## config.mk

```make
export PLATFORM = sky130hd
export DESIGN_NAME = apb_reg_bank
export DESIGN_NICKNAME = d
export VERILOG_FILES = /design/src/rtl/apb_reg_bank.sv
export SDC_FILE = /design/constraint.sdc
export NUM_CORES = 1
export LEC_CHECK = 0
export CORE_MARGIN = 5
export CORE_UTILIZATION = 49
export CTS_CLUSTER_DIAMETER = 50
export DETAILED_ROUTE_END_ITERATION = 10
export PLACE_DENSITY = 0.81
export SLEW_MARGIN = 10
export SYNTH_ARGS = -nofsm -noshare
export SYNTH_HDL_FRONTEND = slang
export SYNTH_SLANG_ARGS = --single-unit
```

## constraint.sdc

```tcl
create_clock -name PCLK -period 4.6 [get_ports PCLK]
set_input_delay 1.38 -clock PCLK [delete_from_list [all_inputs] [get_ports PCLK]]
set_output_delay 1.38 -clock PCLK [all_outputs]
set_load 0.1 [all_outputs]
```

## src/rtl/apb_reg_bank.sv

```systemverilog
// APB slave register bank: NREGS byte-strobed control registers, a live status word,
// a W1C interrupt flag register with enable mask, and programmable wait states.
module apb_reg_bank #(
    parameter int DWIDTH      = 32,
    parameter int NREGS       = 4,
    parameter int AWIDTH      = 4,
    parameter int WAIT_STATES = 0
) (
    input  logic                    PCLK,
    input  logic                    PRESETn,
    input  logic                    PSEL,
    input  logic                    PENABLE,
    input  logic                    PWRITE,
    input  logic [AWIDTH-1:0]       PADDR,
    input  logic [DWIDTH-1:0]       PWDATA,
    input  logic [DWIDTH/8-1:0]     PSTRB,
    output logic [DWIDTH-1:0]       PRDATA,
    output logic                    PREADY,
    output logic                    PSLVERR,
    input  logic [DWIDTH-1:0]       status_in,
    input  logic [DWIDTH-1:0]       irq_set,
    output logic [NREGS*DWIDTH-1:0] regs_out,
    output logic                    irq
);

    localparam int NBYTES     = DWIDTH / 8;
    localparam int CW         = (WAIT_STATES > 0) ? $clog2(WAIT_STATES + 1) : 1;
    localparam int IDX_STATUS = NREGS;
    localparam int IDX_IFLAG  = NREGS + 1;
    localparam int IDX_IEN    = NREGS + 2;
    localparam logic [CW-1:0] CNT_LAST = CW'(WAIT_STATES);

    logic [CW-1:0]                 cnt;
    logic [NREGS-1:0][DWIDTH-1:0]  ctrl_q;
    logic [DWIDTH-1:0]             iflag_q;
    logic [DWIDTH-1:0]             ien_q;

    logic              access;
    logic              cnt_done;
    logic              unmapped;
    logic              is_ctrl;
    logic              is_status;
    logic              commit;
    int                addr_idx;
    logic [DWIDTH-1:0] byte_mask;
    logic [DWIDTH-1:0] wr_bits;
    logic [DWIDTH-1:0] iflag_clr;
    logic [DWIDTH-1:0] rd_mux;

    assign access    = PSEL & PENABLE;
    assign cnt_done  = (cnt == CNT_LAST);
    assign addr_idx  = int'(PADDR);
    assign is_ctrl   = (addr_idx < NREGS);
    assign is_status = (addr_idx == IDX_STATUS);
    assign unmapped  = (addr_idx > IDX_IEN);

    // PRESETn gating keeps PREADY quiet while reset is held even with zero wait states.
    assign PREADY  = PRESETn & access & cnt_done;
    assign PSLVERR = PREADY & (unmapped | (PWRITE & is_status));
    assign commit  = PREADY & PWRITE & ~PSLVERR;

    always_comb begin
        byte_mask = '0;
        for (int k = 0; k < NBYTES; k++) begin
            byte_mask[k*8 +: 8] = {8{PSTRB[k]}};
        end
    end

    assign wr_bits   = PWDATA & byte_mask;
    assign iflag_clr = (commit && addr_idx == IDX_IFLAG) ? wr_bits : '0;

    always_ff @(posedge PCLK or negedge PRESETn) begin
        if (!PRESETn) begin
            cnt <= '0;
        end else if (!access || cnt_done) begin
            cnt <= '0;
        end else begin
            cnt <= cnt + CW'(1);
        end
    end

    always_ff @(posedge PCLK or negedge PRESETn) begin
        if (!PRESETn) begin
            ctrl_q <= '0;
        end else begin
            for (int i = 0; i < NREGS; i++) begin
                if (commit && addr_idx == i) begin
                    ctrl_q[i] <= (ctrl_q[i] & ~byte_mask) | wr_bits;
                end
            end
        end
    end

    always_ff @(posedge PCLK or negedge PRESETn) begin
        if (!PRESETn) begin
            ien_q <= '0;
        end else if (commit && addr_idx == IDX_IEN) begin
            ien_q <= (ien_q & ~byte_mask) | wr_bits;
        end
    end

    // New events are OR-ed in after the clear so a same-cycle set always survives.
    always_ff @(posedge PCLK or negedge PRESETn) begin
        if (!PRESETn) begin
            iflag_q <= '0;
        end else begin
            iflag_q <= (iflag_q & ~iflag_clr) | irq_set;
        end
    end

    always_comb begin
        rd_mux = '0;
        if (is_ctrl) begin
            for (int i = 0; i < NREGS; i++) begin
                if (addr_idx == i) begin
                    rd_mux = ctrl_q[i];
                end
            end
        end else if (is_status) begin
            rd_mux = status_in;
        end else if (addr_idx == IDX_IFLAG) begin
            rd_mux = iflag_q;
        end else if (addr_idx == IDX_IEN) begin
            rd_mux = ien_q;
        end
    end

    assign PRDATA   = (PREADY & ~PWRITE & ~PSLVERR) ? rd_mux : '0;
    assign regs_out = ctrl_q;
    assign irq      = |(iflag_q & ien_q);

endmodule

```

Word level (Yosys, flattened, before mapping)
Index checks and enable logic that the tools add are counted.
Word-level totals
  ROM bits: 0
  memory bits (writable): 0
  output and inout bits: 163
  flip-flop bits (word level): 193
  latch bits: 0
  memories: 0
  input bits: 109
Operators by class
  reduce and logical (&&, ||, !) cells: 10
  $lt $le $gt $ge: 2
  multiplexer cells: 11
  add/subtract/negate cells: 1
  shift operators: 0
  multipliers: 0
  bitwise logic cells: 29
  divide/modulo/power cells: 0
  equality and inequality tests: 6
Operator list (count)
  $mux W32: 10
  $and A32 B32 Y32: 8
  $or A32 B32 Y32: 6
  $not A32 Y32: 2
  $logic_not A32 Y1: 1
  $reduce_or A32 Y1: 1
  $eq A4 B4 Y1 const B: 3
  $and A1 B1 Y1: 9
  $eq A4 B3 Y1 const B: 2
  $logic_and A1 B1 Y1: 6
  $eq A4 B2 Y1 const B: 1
  $gt A4 B3 Y1 const B: 1
  $lt A4 B3 Y1 const B: 1
  $not A1 Y1: 3
  $add A1 B1 Y1 const B: 1
  $logic_not A1 Y1: 1
  $logic_or A1 B1 Y1: 1
  $mux W1: 1
  $or A1 B1 Y1: 1

Depth between registers and ports, before layout
  depth after elaboration: 11
  mapped depth: 7

Least setup slack after synthesis
Ideal clock, no wire load.
  path kind: input to output
  start point: in PENABLE
  end point: out PRDATA[22]
  data required time: 3220 ps
  buffers on the path: 3
  stages: 6
  path slack: -1397 ps
  data arrival time: 4617 ps
  cells stage by stage: nand4b_1 buf_2 buf_2 a2111o_1 buf_2 nor3_1
Between the ends
  cells in the longest elaborated chain, start to end: 7
  elaborated cells between the ends (all ways): 8
RTL lines
  start: declaration: line 12  | input logic PENABLE,
  $and A1 B1 Y1 (*): line 50  | assign access = PSEL & PENABLE;
  $and A1 B1 Y1 (*) (2 in series): line 58  | assign PREADY = PRESETn & access & cnt_done;
  $and A1 B1 Y1: line 59  | assign PSLVERR = PREADY & (unmapped | (PWRITE & is_status));
  $not A1 Y1: line 128  | assign PRDATA = (PREADY & ~PWRITE & ~PSLVERR) ? rd_mux : '0;
  $and A1 B1 Y1 (*): line 128
  $mux W32 (*): line 128
  end: declaration: line 17  | output logic [DWIDTH-1:0] PRDATA,
Mark *: on every way between the ends. The rest lies on a longest branch, timed or not.

Final worst setup path
  start point: in PENABLE
  end point: out PRDATA[0]
The elaborated chain is that of the path after synthesis.

==> run_results.csv <==
group,metric,value,unit
route,drc_errors,0,
finish,post-route-cell-area,14300,um2
clock_tree,clock-root-buffer,"sky130_fd_sc_hd__clkbuf_16",
finish,utilization_of_the_core_after_routing,0.730,
sta,totalNegativeSetupSlack,0,ns
route,via_count,7620,
power_and_ir_drop,share_comb_of_total_power,0.187,
power_and_ir_drop,switching_share_of_power,0.307,
floorplanning,fp.coreArea,19600,um2
critical_path,startpoint_type,"input port",
status,status,"finished clean",
sta,achievable-frequency,219,MHz
synthesis,synth.lib_cells_used.distinct,37,
synthesis,yosysWarningCount,0,
critical_path,timing.critical_path.required,3.22,ns
critical_path,worst_setup_path_end_kind,"output pin",
placed_design,placed_area,13700,um2
power_and_ir_drop,worst_ir_drop_vdd,0.250,mV
power_and_ir_drop,cellInternalPower,2.72,mW
clock_tree,total_clock_sinks,193,
route,drt_wirelength,31.8,mm
worst_hold_path,worstHoldPathType,"flop to flop",
clock_tree,cts_made_buffers,17,
grt,grt_start_max_net_pins,80,
critical_path,arrival,3.18,ns
floorplanning,initial_utilization,0.502,
placed_design,globalplace.congestion,0.861,
floorplanning,dieHeight,152,um
grt,initial_antenna_violation_count,4,
power_and_ir_drop,pwr-share-seq,0.451,
synthesis,synth_top_family_by_area,"multiplexers",
sta,finalWorstPathRequiredPeriod,4.56,ns
sta,clock_skew,0.00895,ns
synthesis,syn-num-nets,847,
power_and_ir_drop,net_load_switching_power,1.21,mW
sta,maxSlewViolCount,0,
synthesis,synthesized_area,9820,um2
sta,final.hold.worst_slack,0.507,ns
flow_run,total_of_max_cap_violations,0,
route,post_drt_wl_per_cell,24.5,um
clock_tree,clockBufferDepth,2,
sta,setup_violations,0,
clock_tree,hold_buffers,0,
synthesis,xor_and_xnor_fraction_of_the_mapped_netlist_area,0,
sta,max_slew.worst_pin.slew,1.02,ns
synthesis,avgSynthCellArea,13.3,um2
sta,rsz0062_at_grt,"no",
clock_tree,clk-insertion-delay-late,0.42,ns
floorplanning,die_x,152,um
placed_design,buffer_ports.inserted,271,
floorplanning,die-area,23000,um2
synthesis,synth_compound_gate_area_share,0.0785,
placed_design,place.detailed.hpwl,23.4,mm
finish,synthToLayoutAreaGrowth,45.6,%
power_and_ir_drop,static-leakage-power,5.87,nW
floorplanning,top_level_ports,272,
finish,design.final.nets,1125,
grt,gr-total-overflow,0,
power_and_ir_drop,cellPowerDensity,275,nW/um2
route,detail_route.vias_per_cell,5.87,
route,drt-initial-drc-count,528,
sta,finalHoldViolCount,0,
finish,post_route_cells_drive_above_1_share,0.379,
clock_tree,clkTransAtPathRegs,0.07,ns
grt,grt_usage,0.278,
clock_tree,cts.htree.levels,4,
route,post_detailed_route_count_of_antenna_violating_nets,0,
sta,max-slew-margin-rel,0.315,
sta,final_min_period_over_clock_period,0.990,
critical_path,crit_path_max_fanout,19,
synthesis,synthCells,738,
grt,grt_pass1_wl,48.3,mm
synthesis,synthAdderAreaFrac,0,
clock_tree,cts_tree,"yes",
synthesis,simple_gate_share_of_the_synthesized_area,0.0978,
floorplanning,number_of_rows_in_the_core_area,51,
synthesis,synth_sequential_area_ratio,0.492,
grt,grt_pass1_vias,8226,
power_and_ir_drop,share_clk_of_total_power,0.363,
finish,fillerInstances,1301,
synthesis,synth.ff_latch_count,193,
critical_path,crit_type,"input port to output pin",
route,drt_pass1_iterations,5,
synthesis,synth.area.mux_share,0.306,
[cell type report]
type	count	area, um2	share of cell area
inverter	2	7.51	0.000525
clock inverter	13	115	0.00805
tap	265	332	0.0232
multi-input combinational	490	5140	0.359
antenna	4	10.0	0.000700
timing repair buffer	312	3430	0.240
clock buffer	19	443	0.0310
sequential	193	4830	0.338
[critical path, cell delays in order]
cell	delay [ns]
sky130_fd_sc_hd__clkdlybuf4s50_1	0.46
sky130_fd_sc_hd__nand4b_1	0.19
sky130_fd_sc_hd__a2111o_2	0.52
sky130_fd_sc_hd__buf_12	0.24
sky130_fd_sc_hd__a21oi_4	0.17
sky130_fd_sc_hd__buf_12	0.19
[power groups by stage]
stage          clock network (mW)  registers, mW  logic (mW)
2_1_floorplan                   0           2.02       0.215
3_3_place_gp                    0           1.80       0.724
3_5_place_dp                    0           1.80       0.731
4_1_cts                      1.44           1.77       0.733
5_1_grt                      1.51           1.77       0.768
6_report                     1.42           1.77       0.734
[layer usage]
metal | up-vias | wire length [um] | share of wire | GRT usage
met1 | 3880 | 13100 | 0.41 | 0.372
met3 | 66 | 1990 | 0.063 | 0.0515
met4 | 0 | 1090 | 0.034 | 0.113
met2 | 308 | 15600 | 0.49 | 0.449
met5 | - | 0 | 0 | 0
li1 | 3366 | - | - | -
[path summary, 6_finish.rpt]
path | start | endpoint | slack (ns) | cells past startpoint
worst max-delay path | PENABLE | PRDATA[0] | 0.04 | 6
worst min-delay path | iflag_q[23] | iflag_q[23] | 0.51 | 1
worst max register to register | cnt | flop | 2.01 | 6
worst min register to register | iflag_q[23] | iflag_q[23] | 0.51 | 1
max in group asynchronous | PRESETn | async pin | 2.16 | 3
min in group asynchronous | PRESETn | async pin | 1.05 | 2
[Yosys cell counts, drive strengths merged]
cell type,n,area [um2]
nor2,5,18.8
conb,1,3.75
or3b,1,8.76
o21ai,1,5.00
and2,33,206
nor4,5,88.8
or4b,2,20.0
a21oi,30,150
buf,29,159
clkbuf,24,90.1
mux4,32,721
a21o,32,240
nor3,10,85.1
nand2b,3,18.8
inv,2,7.50
nor4bb,2,20.0
dfrtp,193,4830
or4,3,22.5
mux2,192,2280
or2,2,12.5
a221oi,3,26.3
nor3b,2,15.0
nor4b,1,8.76
or3,4,25.0
a2111o,1,11.3
nand4,37,231
a22oi,45,338
nand3,4,20.0
nand2,37,141
nand4b,2,17.5
[timing repair]
action                     4_1_cts  5_1_grt
cloned                           0        2
setup endpoints to repair       25       28
setup buffers                    0        1
hold endpoints to repair         0        0
gates resized for setup          0        9
pin swaps                        1        0
[cells in the final DEF, fill, tap and decap left out, types with 4 or more instances in the layout]
| cell type | netlist | routed |
|---|---|---|
| sky130_fd_sc_hd__nand3_1 | 4 | 4 |
| sky130_fd_sc_hd__buf_4 | 0 | 35 |
| sky130_fd_sc_hd__mux2_4 | 32 | 32 |
| sky130_fd_sc_hd__mux2_2 | 160 | 160 |
| sky130_fd_sc_hd__clkbuf_16 | 0 | 17 |
| sky130_fd_sc_hd__or3_1 | 4 | 4 |
| sky130_fd_sc_hd__nand2_1 | 36 | 36 |
| sky130_fd_sc_hd__nor2_1 | 5 | 4 |
| sky130_fd_sc_hd__nor3_2 | 7 | 9 |
| sky130_fd_sc_hd__a21o_1 | 32 | 32 |
| sky130_fd_sc_hd__buf_12 | 0 | 39 |
| sky130_fd_sc_hd__and2_1 | 33 | 33 |
| sky130_fd_sc_hd__diode_2 | 0 | 4 |
| sky130_fd_sc_hd__inv_6 | 0 | 5 |
| sky130_fd_sc_hd__a22oi_1 | 45 | 45 |
| sky130_fd_sc_hd__nand4_1 | 37 | 37 |
| sky130_fd_sc_hd__clkdlybuf4s50_1 | 0 | 231 |
| sky130_fd_sc_hd__dfrtp_1 | 193 | 193 |
| sky130_fd_sc_hd__mux4_2 | 32 | 32 |
| sky130_fd_sc_hd__a21oi_4 | 0 | 29 |
[through the flow]
| stage | instances | total power, mW | worst slack (ns) |
|---|---|---|---|
| after floorplan | 738 | 2.23 | -0.401 |
| after global placement | 1259 | 2.52 | -0.0126 |
| after detailed placement | 1259 | 2.53 | -0.0510 |
| after CTS | 1291 | 3.94 | 0.0233 |
| after global routing | 1298 | 4.05 | 0.00113 |
| final | 1298 | 3.93 | 0.0438 |
[cells by family after synthesis]
kind of cell           after synthesis
DFF                                193
and+or+nand+nor                    153
buffers and inverters               55
AOI/OAI and AO/OA                  112
other                                1
muxes                              224
(Power assumes the default switching activity.)
